File: src/rtl/switch_data_conditioner.sv
// rtl/switch_data_conditioner.sv - synchronised, debounced switch word presented as a valid/ready transaction
//
// Ports:
//   clk        in   single rising-edge clock
//   reset      in   synchronous active-high reset
//   sw         in   [N_SW]        raw asynchronous switch levels
//   data_out   out  [DATA_WIDTH]  debounced switch word, zero-extended
//   data_valid out  data_out/chg_mask hold a transaction
//   data_ready in   consumer accepts the transaction when high with data_valid
//   chg_mask   out  [N_SW]        channels changed since the last accepted transaction
//   overrun    out  sticky: an intermediate debounced word was never presented

module switch_data_conditioner #(
   parameter int N_SW       = 4,
   parameter int DATA_WIDTH = 8,
   parameter int DEBOUNCE   = 4
) (
   input  logic                  clk,
   input  logic                  reset,
   input  logic [N_SW-1:0]       sw,
   output logic [DATA_WIDTH-1:0] data_out,
   output logic                  data_valid,
   input  logic                  data_ready,
   output logic [N_SW-1:0]       chg_mask,
   output logic                  overrun
);

   localparam int            CW       = $clog2(DEBOUNCE + 1);
   localparam logic [CW-1:0] CNT_LAST = CW'(DEBOUNCE - 1);

   typedef enum logic {
      S_IDLE    = 1'b0,
      S_PRESENT = 1'b1
   } state_t;

   state_t          state_q, state_d;
   logic [N_SW-1:0] sync1_q, sync1_d;
   logic [N_SW-1:0] sync2_q, sync2_d;
   logic [N_SW-1:0] stable_q, stable_d;
   logic [N_SW-1:0] stable_prev_q, stable_prev_d;
   logic [N_SW-1:0] pending_q, pending_d;
   logic [N_SW-1:0] chg_mask_q, chg_mask_d;
   logic [N_SW-1:0] data_q, data_d;
   logic [CW-1:0]   cnt_q [N_SW];
   logic [CW-1:0]   cnt_d [N_SW];
   logic            overrun_q, overrun_d;
   logic [N_SW-1:0] chg;
   logic [N_SW-1:0] next_mask;

   // One-cycle pulse on each channel whose debounced level just moved.
   assign chg       = stable_q ^ stable_prev_q;
   assign next_mask = pending_q | chg;

   // Synchroniser and per-channel debounce: a new level is accepted only after
   // DEBOUNCE consecutive synchronised samples disagree with the stable level.
   always_comb begin
      sync1_d       = sw;
      sync2_d       = sync1_q;
      stable_prev_d = stable_q;
      stable_d      = stable_q;
      for (int ch = 0; ch < N_SW; ch++) begin
         cnt_d[ch] = cnt_q[ch];
         if (sync2_q[ch] == stable_q[ch]) begin
            cnt_d[ch] = '0;
         end else if (cnt_q[ch] == CNT_LAST) begin
            stable_d[ch] = sync2_q[ch];
            cnt_d[ch]    = '0;
         end else begin
            cnt_d[ch] = cnt_q[ch] + CW'(1);
         end
      end
   end

   // Presentation FSM. Changes arriving while a word is held are folded into
   // pending_q so the next accepted word reports every channel that moved.
   always_comb begin
      state_d    = state_q;
      data_d     = data_q;
      chg_mask_d = chg_mask_q;
      pending_d  = pending_q;
      overrun_d  = overrun_q;
      case (state_q)
         S_IDLE: begin
            if (chg != '0) begin
               data_d     = stable_q;
               chg_mask_d = chg;
               state_d    = S_PRESENT;
            end
         end
         S_PRESENT: begin
            if (data_ready) begin
               if (next_mask != '0) begin
                  data_d     = stable_q;
                  chg_mask_d = next_mask;
                  pending_d  = '0;
               end else begin
                  state_d = S_IDLE;
               end
            end else begin
               // A second change while one is already pending means the
               // intermediate word will never be seen by the consumer.
               if ((chg != '0) && (pending_q != '0)) begin
                  overrun_d = 1'b1;
               end
               pending_d = next_mask;
            end
         end
      endcase
   end

   always_ff @(posedge clk) begin
      if (reset) begin
         state_q       <= S_IDLE;
         sync1_q       <= '0;
         sync2_q       <= '0;
         stable_q      <= '0;
         stable_prev_q <= '0;
         pending_q     <= '0;
         chg_mask_q    <= '0;
         data_q        <= '0;
         overrun_q     <= 1'b0;
         for (int ch = 0; ch < N_SW; ch++) begin
            cnt_q[ch] <= '0;
         end
      end else begin
         state_q       <= state_d;
         sync1_q       <= sync1_d;
         sync2_q       <= sync2_d;
         stable_q      <= stable_d;
         stable_prev_q <= stable_prev_d;
         pending_q     <= pending_d;
         chg_mask_q    <= chg_mask_d;
         data_q        <= data_d;
         overrun_q     <= overrun_d;
         for (int ch = 0; ch < N_SW; ch++) begin
            cnt_q[ch] <= cnt_d[ch];
         end
      end
   end

   assign data_out   = DATA_WIDTH'(data_q);
   assign data_valid = (state_q == S_PRESENT);
   assign chg_mask   = chg_mask_q;
   assign overrun    = overrun_q;

endmodule

File: config.mk
export PLATFORM = sky130hd
export DESIGN_NAME = switch_data_conditioner
export DESIGN_NICKNAME = d
export VERILOG_FILES = /design/src/rtl/switch_data_conditioner.sv
export SDC_FILE = /design/constraint.sdc
export NUM_CORES = 1
export LEC_CHECK = 0
export CAP_MARGIN = 20
export CORE_MARGIN = 2
export CORE_UTILIZATION = 55
export DETAILED_ROUTE_END_ITERATION = 7
export DONT_BUFFER_PORTS = 1
export PLACE_DENSITY = 0.79
export SLEW_MARGIN = 20
export SYNTH_ARGS = -nofsm -noshare
export SYNTH_HDL_FRONTEND = slang
export SYNTH_SLANG_ARGS = --single-unit
File: constraint.sdc
create_clock -name clk -period 1.6 [get_ports clk]
set_input_delay 0.4 -clock clk [delete_from_list [all_inputs] [get_ports clk]]
set_output_delay 0.4 -clock clk [all_outputs]
set_load 0.01 [all_outputs]
==> results.toml, run 1 <==
[final_layout]
areaGrowthSynthToFinish_pct = 6.98
n_fill_cell = 257
n_antenna_cell = 0
fin_nets = 193
postLayoutCellArea_um2 = 1820
final_util_pct = 60.7
drive_gt1_share_pct = 10.1

[detailed_routing]
drt_iter0_drc = 39
avgViaCountPerCell = 5.42
drtPass1Iterations = 4
ant_nets = 0
drc_errors = 0
avgRoutedWirePerCell_um = 12.8
dr_total_vias = 1150
routed_wirelength_um = 2710

[die]
initial_core_util_pct = 56.7
num_rows = 20
dieArea_um2 = 3560
core_um2 = 3000
io_pins = 21
die_h_um = 59.6
die_x_um = 59.6

[sta]
fmax_mhz = 660
finalSetupTns_ns = 0
post-route-min-period_ns = 1.52
period_share_pct = 94.8
slew_violations = 0
hold_violations = 0
clock_skew_ns = 0.00932
setup_viol = 0
grt_setup_unrepaired = "false"

[clock_network]
hold_buffers = 0
root_buffer = "clkbuf_4"
path_clk_slew_ns = 0.12
worstSkewPairLatency_ns = 0.35
cts-buffers-inserted = 5
clock_path_buffers = 2
cts_setup_buffers = 0
htree_levels = 2
cts_tree = "done"
cts_resized = 0
clock_sinks = 42

[pwr]
powerDensity_nw_per_um2 = 958
power_mw = 1.74
leakagePower_nw = 0.763
peakVddDrop_mv = 0.619

[grt]
gr-total-overflow = 0
antenna_found_initial = 0
grt_max_degree = 31
grt_util_all_layers_pct = 18.0
grt_pass1_vias = 1039
grt_pass1_wl_um = 4570

[yosys]
seq_area_frac_synth_pct = 49.4
synth.area.top_cells = "dfxtp_1 (49%), nor2b_1 (6.2%), ha_1 (5.9%), mux2i_1 (4.7%), nor2_1 (4.6%)"
yosys_register_bits = 42
async_flop_share_pct = 0
synth.largest_area_cell = "dfxtp_1"
synthFlopType = "dfxtp_1"
yosysUniqueCellTypes = 29
synthCells = 172
synth-edff-count = 0
yosys_warnings = 0
ys_top_cells_by_count = "dfxtp_1 (42), nor2_1 (21), nor2b_1 (17)"
synth_top_area_share_pct = 49.4
syn_area_um2 = 1700
syn_area_per_cell_um2 = 9.90
synthMostInstantiatedCell = "dfxtp_1"

[worst_setup_path]
r2r_slack_ns = 0.08
slowest_stage = "or4_4"
cp-end-kind = "register"
crit_chain = "or4_4 > nand2_1 > a21o_1 > a211oi_1"
crit_family = "simple AND/OR/NAND/NOR gates"
cp-start-kind = "register"
required_ns = 1.83
path_class = "reg2reg"
crit_buf_inv = 0
cp.arrival_ns = 1.75
cp_max_fo = 5
cpPeakStageDelay_ns = 0.56

[placed_design]
place_hpwl_um = 1970
routabilityCongestion = 0.896
port_buffers = 0
place_area_um2 = 1740

[worst_hold_path]
hold_path_class = "in2reg"

[flow_run]
cap_viol_max_count = 0

[run_status]
status = "finished, final reports clean"
-- routing by layer --
| layer | part of all wire, % | GRT usage, % | vias up |
|---|---|---|---|
| li1 | - | - | 571 |
| met4 | 1.8 | 8.25 | 0 |
| met1 | 42 | 18.6 | 540 |
| met2 | 49 | 30.1 | 33 |
| met5 | 0 | 0 | - |
| met3 | 6.8 | 9.17 | 6 |
-- through the flow --
step	setup WS, ns	hold WS [ns]	instances
4_1_cts	0.0598	0.0894	212
3_5_place_dp	0.0875	0.422	204
3_3_place_gp	0.164	0.406	204
6_report	0.0838	0.103	212
5_1_grt	0.00318	0.0607	212
2_1_floorplan	0.198	0.399	175
-- flip-flops by register name, indices dropped and copies added, names as in the netlist --
| signal | flops |
|---|---|
| cnt_q | 12 |
| pending_q | 4 |
| sync1_q | 4 |
| chg_mask | 4 |
| data_valid | 1 |
| overrun | 1 |
| stable_prev_d | 4 |
| stable_prev_q | 4 |
| data_q | 4 |
| sync2_q | 4 |
-- area by class of cell --
type	count	area, um2	area share, %
multi-input combinational	109	766	42.0
clock inverter	1	30.0	1.65
inverter	14	52.6	2.88
timing repair buffer	6	45.0	2.47
tap	33	41.3	2.27
clock buffer	7	45.0	2.47
sequential	42	842	46.2
-- power by group --
part | total, mW | switching (mW) | internal [mW]
combinational | 0.0271 | 0.0153 | 0.0118
sequential | 1.06 | 0.00542 | 1.06
clock | 0.654 | 0.323 | 0.332
total | 1.74 | 0.343 | 1.40
-- cell usage in the layout (no fill, tap or decap), drive strengths merged --
| master | Yosys | routed |
|---|---|---|
| bufinv | 0 | 1 |
| a2111oi | 4 | 4 |
| xnor2 | 4 | 4 |
| nor2 | 21 | 21 |
| a32oi | 4 | 4 |
| mux2i | 8 | 8 |
| o21a | 1 | 1 |
| ha | 8 | 8 |
| or4 | 1 | 1 |
| dfxtp | 42 | 42 |
| o41a | 1 | 1 |
| inv | 14 | 14 |
| a21oi | 5 | 5 |
| xor2 | 4 | 4 |
| nor4 | 1 | 1 |
| or3 | 4 | 4 |
| nor2b | 17 | 17 |
| a21o | 1 | 1 |
| and2 | 4 | 4 |
| o21ai | 1 | 1 |
| nor3b | 4 | 4 |
| conb | 1 | 4 |
| nand2 | 8 | 8 |
| a211oi | 4 | 4 |
| clkbuf | 4 | 7 |
| buf | 6 | 6 |
-- logic make-up after synthesis --
kind of cell	share of synthesized area [%]
AOI/OAI and AO/OA	9.40
xor gates and xnor gates	5.00
adders and majority gates	5.88
buffers and inverters	6.69
DFF	49.4
muxes	4.70
other	0.220
and+or+nand+nor	18.7
-- final timing paths --
path,start,endpoint,depth (start not counted)
hold / removal,reset,data_valid,1
setup reg to reg,pending_q[3],chg_mask[2],4
setup / recovery,pending_q[3],chg_mask[2],4
hold reg to reg,cnt_q[3][0],cnt_q[3][0],1
-- worst register-to-register path: cells and delay by family, from the launching register on --
family             cells  cell delay (ns)
AOI/OAI and AO/OA      2             0.29
DFF                    1             0.36
and+or+nand+nor        2             0.74
Note: power is estimated with default switching activity, not from simulation.
==> inputs of run 2 (changes only) <==
--- a/config.mk
+++ b/config.mk
@@ -8,8 +8,10 @@
 export CAP_MARGIN = 20
 export CORE_MARGIN = 2
 export CORE_UTILIZATION = 55
+export CTS_CLUSTER_DIAMETER = 60
 export DETAILED_ROUTE_END_ITERATION = 7
 export DONT_BUFFER_PORTS = 1
+export GPL_TIMING_DRIVEN = 0
 export PLACE_DENSITY = 0.79
 export SLEW_MARGIN = 20
 export SYNTH_ARGS = -nofsm -noshare
==> run 2 against run 1 <==
- setup slack got worse by 0.021 ns
- register-to-register slack got worse by 0.02 ns
- clock power fell by 28%
- die area did not move
- via count rose by 1.5%
- clock skew rose by 0.0019 ns
- core utilization rose by 1.6 points
- total power fell by 9.2%
- fmax fell by 1.4%
- sequential share of layout area fell by 1.0 points
- clock-buffer cell count did not move
- sequential cell count did not move
==> results.toml, run 2 (same netlist as run 1, synthesis figures left out) <==
[pwr]
leakagePower_nw = 0.780
p_seq_share_pct = 67.1
peakVddDrop_mv = 0.721
p_switching_mw = 0.341
pwr-share-comb_pct = 3.0
p_sw_share_pct = 21.5
powerDensity_nw_per_um2 = 847
p_int_mw = 1.24
clkPwrFrac_pct = 29.8

[worst_setup_path]
crit_buf_inv = 1
cp.arrival_ns = 1.75
crit_family = "flip-flops"
cp_max_fo = 10
path_class = "reg2reg"
crit_path_start = "stable_prev_d[0]"
r2r_slack_ns = 0.06
slowest_stage = "dfxtp_2"
required_ns = 1.81
crit_chain = "xor2_2 > nor4_4 > buf_6 > a21o_1 > a211oi_1"
cpPeakStageDelay_ns = 0.36
cp-start-kind = "register"
cp-end-kind = "register"
r2r_cells = 5
worstReg2RegStart = "stable_prev_d[0]"
cp.depth = 5
crit_end = "chg_mask[3]"
r2r_end = "chg_mask[3]"

[grt]
gr-total-overflow = 0
grt_pass1_wl_um = 4660
grt_util_all_layers_pct = 18.6
grt_pass1_vias = 1063
antenna_found_initial = 0
grt_max_degree = 12

[clock_network]
root_buffer = "clkbuf_4"
clock_path_buffers = 2
worstSkewPairLatency_ns = 0.34
clock_sinks = 42
htree_levels = 2
cts-buffers-inserted = 5
hold_buffers = 0
path_clk_slew_ns = 0.12
cts_tree = "done"

[detailed_routing]
routed_wirelength_um = 3080
drc_errors = 0
drtPass1Iterations = 4
avgViaCountPerCell = 5.40
dr_total_vias = 1167
drt_iter0_drc = 36
avgRoutedWirePerCell_um = 14.3
ant_nets = 0

[final_layout]
largest_register_ffs = 12
n_antenna_cell = 0
regMostFlops = "cnt_q"
fin_nets = 198
postLayoutCellArea_um2 = 1870
final_util_pct = 62.3
drive_gt1_share_pct = 15.3
n_fill_cell = 242
mostFrequentLayoutCells = "dfxtp_1 (38), nor2_1 (21), nor2b_1 (16)"
areaGrowthSynthToFinish_pct = 9.85
layout_commonest_cell = "dfxtp_1"

[die]
io_pins = 21
num_rows = 20
core_um2 = 3000
die_x_um = 59.6
dieArea_um2 = 3560
initial_core_util_pct = 56.7
die_h_um = 59.6

[sta]
post-route-min-period_ns = 1.54
clock_skew_ns = 0.0112
worst_slew_pin_slew_ns = 0.542
setup_viol = 0
hold_violations = 0
slew_violations = 0
slew-limit-headroom_pct = 63.9
fmax_mhz = 650
period_share_pct = 96.1

[placed_design]
place_area_um2 = 1760
port_buffers = 0
routabilityCongestion = 0.802
place_hpwl_um = 2160

[worst_hold_path]
hold_start = "reset"
hold_path_class = "in2reg"

[run_status]
status = "finished, final reports clean"

[flow_run]
cap_viol_max_count = 0
run 2: worst reg2reg max path, stage by stage (launching register included):
cell,delay [ns]
dfxtp_2,0.36
xor2_2,0.21
nor4_4,0.33
buf_6,0.21
a21o_1,0.20
a211oi_1,0.10
run 2: layout make-up:
type / instances / area, um2 / area share, %
Buffer: 10 / 62.6 / 3.34
Clock buffer: 7 / 45.0 / 2.41
Sequential cell: 42 / 846 / 45.2
Tap cell: 33 / 41.3 / 2.21
Timing Repair Buffer: 1 / 7.51 / 0.401
Multi-Input combinational cell: 109 / 816 / 43.6
Inverter: 14 / 52.6 / 2.81
run 2: routing by layer:
layer	share of wire (%)	vias up	track usage (%)	wire length, um
li1	-	585	-	-
met1	41	545	18.5	1270
met2	51	31	33.4	1580
met3	5.0	6	6.55	153
met4	2.4	0	9.52	74
met5	0	-	0	0
run 2: worst min-delay path by stage:
stage | endpoint | slack [ns] | cells past startpoint
3_3_place_gp | cnt_q[0][0] | 0.41 | 1
3_5_place_dp | cnt_q[3][0] | 0.41 | 1
2_1_floorplan | cnt_q[0][0] | 0.40 | 1
6_report | stable_prev_q[3] | 0.12 | 1
5_1_grt | stable_prev_q[3] | 0.1 | 1
4_1_cts | stable_prev_q[2] | 0.11 | 1
run 2: repair_timing:
item                                    CTS  global route
hold endpoints to repair                  0             0
cloned                                    0             0
endpoints found under the setup margin    5             5
pin swaps                                 0             3
buffers inserted                          0             1
resized for setup                         3            13
run 2: power by group through the flow:
stage	Clock [mW]	Combinational [mW]	Sequential, mW
finish	0.473	0.0482	1.06
CTS	0.490	0.0485	1.06
detailed placement	0	0.0484	1.09
global placement	0	0.0461	1.09
global route	0.533	0.0551	1.06
floorplan	0	0.0387	1.09
run 2: through the flow:
step | power (mW) | hold slack [ns] | setup slack [ns] | instances | TNS, ns
3_3_place_gp | 1.13 | 0.406 | -0.0113 | 208 | -0.0113
2_1_floorplan | 1.12 | 0.399 | 0.198 | 175 | 0
5_1_grt | 1.65 | 0.100 | -0.0116 | 216 | -0.0177
3_5_place_dp | 1.14 | 0.414 | -0.0734 | 208 | -0.259
6_report | 1.58 | 0.125 | 0.0623 | 216 | 0
4_1_cts | 1.60 | 0.106 | 0.0304 | 215 | 0
